==> config.mk <==
export PLATFORM = sky130hd
export DESIGN_NAME = rom_port_arbiter
export DESIGN_NICKNAME = d
export VERILOG_FILES = /design/src/rtl/tau_rom_pkg.sv /design/src/rtl/rom_rr_arbiter2.sv /design/src/rtl/rom_port_arbiter.sv
export SDC_FILE = /design/constraint.sdc
export NUM_CORES = 1
export LEC_CHECK = 0
export CAP_MARGIN = 30
export CORE_MARGIN = 2
export CORE_UTILIZATION = 20
export DETAILED_ROUTE_END_ITERATION = 8
export HOLD_SLACK_MARGIN = 0.02
export PLACE_DENSITY = 0.76
export SYNTH_ARGS = -nofsm -noshare
export SYNTH_HDL_FRONTEND = slang
export SYNTH_SLANG_ARGS = --single-unit
==> constraint.sdc <==
create_clock -name clock -period 1.3 [get_ports clock]
set_input_delay 0.195 -clock clock [delete_from_list [all_inputs] [get_ports clock]]
set_output_delay 0.195 -clock clock [all_outputs]
set_load 0.01 [all_outputs]
==> src/rtl/tau_rom_pkg.sv <==
// Shared types and constants for the ROM port arbiter slice.
package tau_rom_pkg;

  typedef logic rom_port_id_t;

  localparam rom_port_id_t ROM_PORT_FETCH = 1'b0;
  localparam rom_port_id_t ROM_PORT_DATA  = 1'b1;

  localparam int unsigned ROM_ADDR_WIDTH = 8;
  localparam int unsigned ROM_DATA_WIDTH = 8;

endpackage

==> src/rtl/rom_rr_arbiter2.sv <==
// Two-way round-robin grant logic; purely combinational, history register lives in the parent.
module rom_rr_arbiter2
  import tau_rom_pkg::*;
(
  input  logic         valid_0,
  input  logic         valid_1,
  input  rom_port_id_t last_grant,
  output logic         grant_0,
  output logic         grant_1,
  output rom_port_id_t grant_id
);

  always_comb begin
    grant_0  = 1'b0;
    grant_1  = 1'b0;
    grant_id = ROM_PORT_FETCH;
    if (valid_0 && valid_1) begin
      // Contention goes to whichever port did not win last time.
      if (last_grant == ROM_PORT_DATA) begin
        grant_0 = 1'b1;
      end else begin
        grant_1  = 1'b1;
        grant_id = ROM_PORT_DATA;
      end
    end else if (valid_0) begin
      grant_0 = 1'b1;
    end else if (valid_1) begin
      grant_1  = 1'b1;
      grant_id = ROM_PORT_DATA;
    end
  end

endmodule

==> src/rtl/rom_port_arbiter.sv <==
// Shares one 1-cycle-latency ROM between fetch (port 0) and load (port 1) ports.
// Optional TAU_ROM_ARB_BOUNDS_CHECK_EN adds resp_error for addresses >= MEMORY_DEPTH.
module rom_port_arbiter
  import tau_rom_pkg::*;
#(
  parameter int unsigned ADDR_WIDTH   = ROM_ADDR_WIDTH,
  parameter int unsigned DATA_WIDTH   = ROM_DATA_WIDTH,
  parameter int unsigned MEMORY_DEPTH = 8
) (
  input  logic                  clock,
  input  logic                  reset_n,
  input  logic                  req_valid_0,
  input  logic                  req_valid_1,
  input  logic [ADDR_WIDTH-1:0] req_address_0,
  input  logic [ADDR_WIDTH-1:0] req_address_1,
  output logic                  req_ready_0,
  output logic                  req_ready_1,
  output logic                  resp_valid_0,
  output logic                  resp_valid_1,
  output logic [DATA_WIDTH-1:0] resp_data,
`ifdef TAU_ROM_ARB_BOUNDS_CHECK_EN
  output logic                  resp_error,
`endif
  output logic                  rom_read_enable,
  output logic [ADDR_WIDTH-1:0] rom_address,
  input  logic [DATA_WIDTH-1:0] rom_data
);

  localparam logic [ADDR_WIDTH:0] DEPTH_LIMIT = (ADDR_WIDTH + 1)'(MEMORY_DEPTH);

  logic                  grant_0;
  logic                  grant_1;
  rom_port_id_t          grant_id;
  logic                  any_grant;
  logic                  addr_error;
  logic [ADDR_WIDTH-1:0] granted_addr;

  logic                  pend_valid;
  rom_port_id_t          pend_id;
  logic                  pend_error;
  rom_port_id_t          last_grant;

  rom_rr_arbiter2 u_arbiter (
    .valid_0    (req_valid_0),
    .valid_1    (req_valid_1),
    .last_grant (last_grant),
    .grant_0    (grant_0),
    .grant_1    (grant_1),
    .grant_id   (grant_id)
  );

  assign any_grant    = grant_0 | grant_1;
  assign granted_addr = (grant_id == ROM_PORT_DATA) ? req_address_1 : req_address_0;
  assign req_ready_0  = grant_0;
  assign req_ready_1  = grant_1;

`ifdef TAU_ROM_ARB_BOUNDS_CHECK_EN
  // Out-of-range requests are accepted but never reach the ROM.
  assign addr_error = any_grant && ({1'b0, granted_addr} >= DEPTH_LIMIT);
`else
  logic unused_depth;
  assign unused_depth = ^DEPTH_LIMIT;
  assign addr_error   = 1'b0;
`endif

  assign rom_read_enable = any_grant && !addr_error;
  assign rom_address     = rom_read_enable ? granted_addr : '0;

  always_ff @(posedge clock or negedge reset_n) begin
    if (!reset_n) begin
      pend_valid <= 1'b0;
      pend_id    <= ROM_PORT_FETCH;
      pend_error <= 1'b0;
      last_grant <= ROM_PORT_DATA;
    end else begin
      pend_valid <= any_grant;
      pend_id    <= grant_id;
      pend_error <= addr_error;
      if (any_grant) begin
        last_grant <= grant_id;
      end
    end
  end

  assign resp_valid_0 = pend_valid && (pend_id == ROM_PORT_FETCH);
  assign resp_valid_1 = pend_valid && (pend_id == ROM_PORT_DATA);
  assign resp_data    = (pend_valid && !pend_error) ? rom_data : '0;
`ifdef TAU_ROM_ARB_BOUNDS_CHECK_EN
  assign resp_error   = pend_valid && pend_error;
`endif

  onehot_resp: assert property (@(posedge clock) disable iff (!reset_n)
    !(resp_valid_0 && resp_valid_1));

endmodule

==> qor.yml <==
global_route:
  grt_pass1_wl_um: 2040
  grt_pass1_vias: 472
  grt_overflow_total: 0
  antenna_found_initial: 0
  grt_start_max_net_pins: 12
  grt_usage_pct: 15.0
sta:
  hold_violations: 0
  rsz0062_at_grt: "yes"
  worst_slack_ns: -0.267
  slew_viol_final: 0
  finalSetupTns_ns: -1.89
  worst_pin_slew_ns: 0.244
  fin_hold_ws_ns: 0.142
  fmax_mhz: 638
  clock_skew_ns: 0.00297
  timing.final.crit_period_ns: 1.57
  setup_viol: 10
  fin_crit_sh_pct: 121
  slew_headroom_pct: 83.7
pwr:
  vdd_drop_max_mv: 0.447
  leakage_nw: 0.400
  p_sw_mw: 0.165
  power_frac_clock_pct: 26.4
  p_sw_share_pct: 27.3
  combPwrFrac_pct: 54.3
  p_int_mw: 0.439
  cellPowerDensity_mw_per_mm2: 693
  power_frac_seq_pct: 19.3
  power_mw: 0.604
floorplan:
  io_pins: 49
  die_h_um: 42.1
  row_count: 13
  dieArea_mm2: 0.00177
  start_util_pct: 21.8
  design.core.area_mm2: 0.00133
  die_x_um: 42.1
synthesis:
  avgSynthCellArea_um2: 10.0
  ys_seq_elements: 3
  syn_inst: 29
  yosysWarnings: 0
  syn_area_um2: 290
  synth.distinct_cells: 13
  ys_seq_area_share_pct: 26.3
  syn-num-nets: 57
clock_tree:
  cts_buffers: 3
  cts_hold_buf: 0
  cts_tree: "built"
  clock_sinks: 3
  clockRootBuffer: "clkbuf_4"
  clk_pin_slew_ns: 0.04
  clk_latency_ns: 0.23
  htreeDepth: 1
  cts.path.max_buffers: 2
worst_hold_path:
  hp-class: "input port to async pin"
placement:
  io_buffers: 48
  gp_congestion: 0.646
  dp_hpwl_um: 929
  dp_slack_ns: -0.602
  post_dp_cell_area_um2: 796
routing:
  wl_um: 1240
  detail-route-antenna-nets: 0
  drt_iter0_drc: 5
  drc: 0
  viasPerCell: 4.67
  num_vias: 500
  firstDrtPassIters: 2
  wl_per_cell_um: 11.6
critical_path:
  r2r_slack_ns: 0.18
  crit_buf_inv: 2
  start_kind: "flop"
  critical_path_required_ns: 1.11
  path_cells: "nand2b_4 -> buf_6 -> a32o_1 -> buf_2"
  r2r-start: "last_grant"
  crit_fanout: 8
  arrival_ns: 1.37
  crit_slowest_cell: "dfstp_2"
  cp_top_family: "flip-flops"
  cp-startpoint: "last_grant"
  endpoint_kind: "output pin"
  path_class: "flop to output pin"
  critPathMaxStageDelay_ns: 0.56
layout:
  nNetsFinal: 121
  antenna_cells: 0
  final_area_um2: 872
  syn_to_final_growth_pct: 200
  drive_above_1_share_pct: 42.4
status:
  status: "finished with violations"
  violations: "negative setup slack"
run:
  cap_violations: 0
[cell usage after synthesis]
master / count / area, µm²
a32o_1: 8 / 80.1
inv_1: 1 / 3.75
buf_2: 1 / 5.00
o21ai_0: 1 / 5.00
or2_2: 1 / 6.26
and2_1: 9 / 56.3
dfrtp_1: 2 / 50.1
and2_2: 1 / 7.51
nor2b_1: 1 / 6.26
dfstp_2: 1 / 26.3
a21boi_4: 1 / 18.8
buf_6: 1 / 11.3
nand2b_4: 1 / 13.8
[cell type report]
class                   count  area (µm²)
repair buffers             61         548
multi-input cells          23         198
flip-flops and latches      3        77.6
clock buffers               4        26.3
inverters                   1        3.75
well taps                  15        18.8
fillers                   121         462
[metrics by stage]
step / utilization, % / std cells
2_1_floorplan: - / 29
3_3_place_gp: 59.7 / 93
3_5_place_dp: 59.7 / 93
4_1_cts: 64.4 / 107
5_1_grt: 65.4 / 107
6_report: 65.4 / 107
[what timing repair did]
action | in CTS | in global routing
resized for setup | 85 | 9
setup buffers | 10 | 1
pin swaps | 8 | 1
setup endpoints to repair | 21 | 17
hold endpoints to repair | 0 | 0
[kinds of logic after synthesis]
logic type,Yosys count,synth area share (%)
flip-flops,3,26.3
AO/OA/AOI/OAI,10,35.8
buffers and inverters,3,6.89
AND/OR/NAND/NOR,13,31.0
[cell usage in the layout, fill, tap and decap left out, drive strengths merged]
master / n
dfstp: 1
nor2b: 1
o21ai: 1
nand2b: 1
clkbuf: 4
buf: 29
inv: 1
clkdlybuf4s15: 5
dfrtp: 2
a32o: 8
clkdlybuf4s50: 25
dlygate4sd2: 2
or2: 1
and2: 10
a21boi: 1
[per-layer routing]
layer  wire, µm  vias to the layer above  GRT usage [%]
met3        114                        0           4.31
met5          0                        -              0
li1           -                      237              -
met2        636                       35           26.3
met4          0                        0           7.50
met1        485                      228           16.5
[power groups by stage]
stage          registers, mW  clock network (mW)  logic, mW
2_1_floorplan          0.115                   0      0.111
3_3_place_gp           0.117                   0      0.305
3_5_place_dp           0.118                   0      0.308
4_1_cts                0.117               0.166      0.319
5_1_grt                0.118               0.179      0.351
6_report               0.117               0.159      0.328
[flip-flops by register name (all words and copies together) (netlist names)]
name,cells
last_grant,1
pend_id,1
pend_valid,1
[final timing paths]
| check | endpoint | cells past startpoint |
|---|---|---|
| max reg2reg | pend_id | 4 |
| min reg2reg | last_grant | 2 |
| max | rom_address[3] | 4 |
| max in group asynchronous | last_grant | 1 |
| min in group clock | pend_valid | 3 |
| min | pend_id | 1 |
Note: power is estimated with default switching activity, not from simulation.
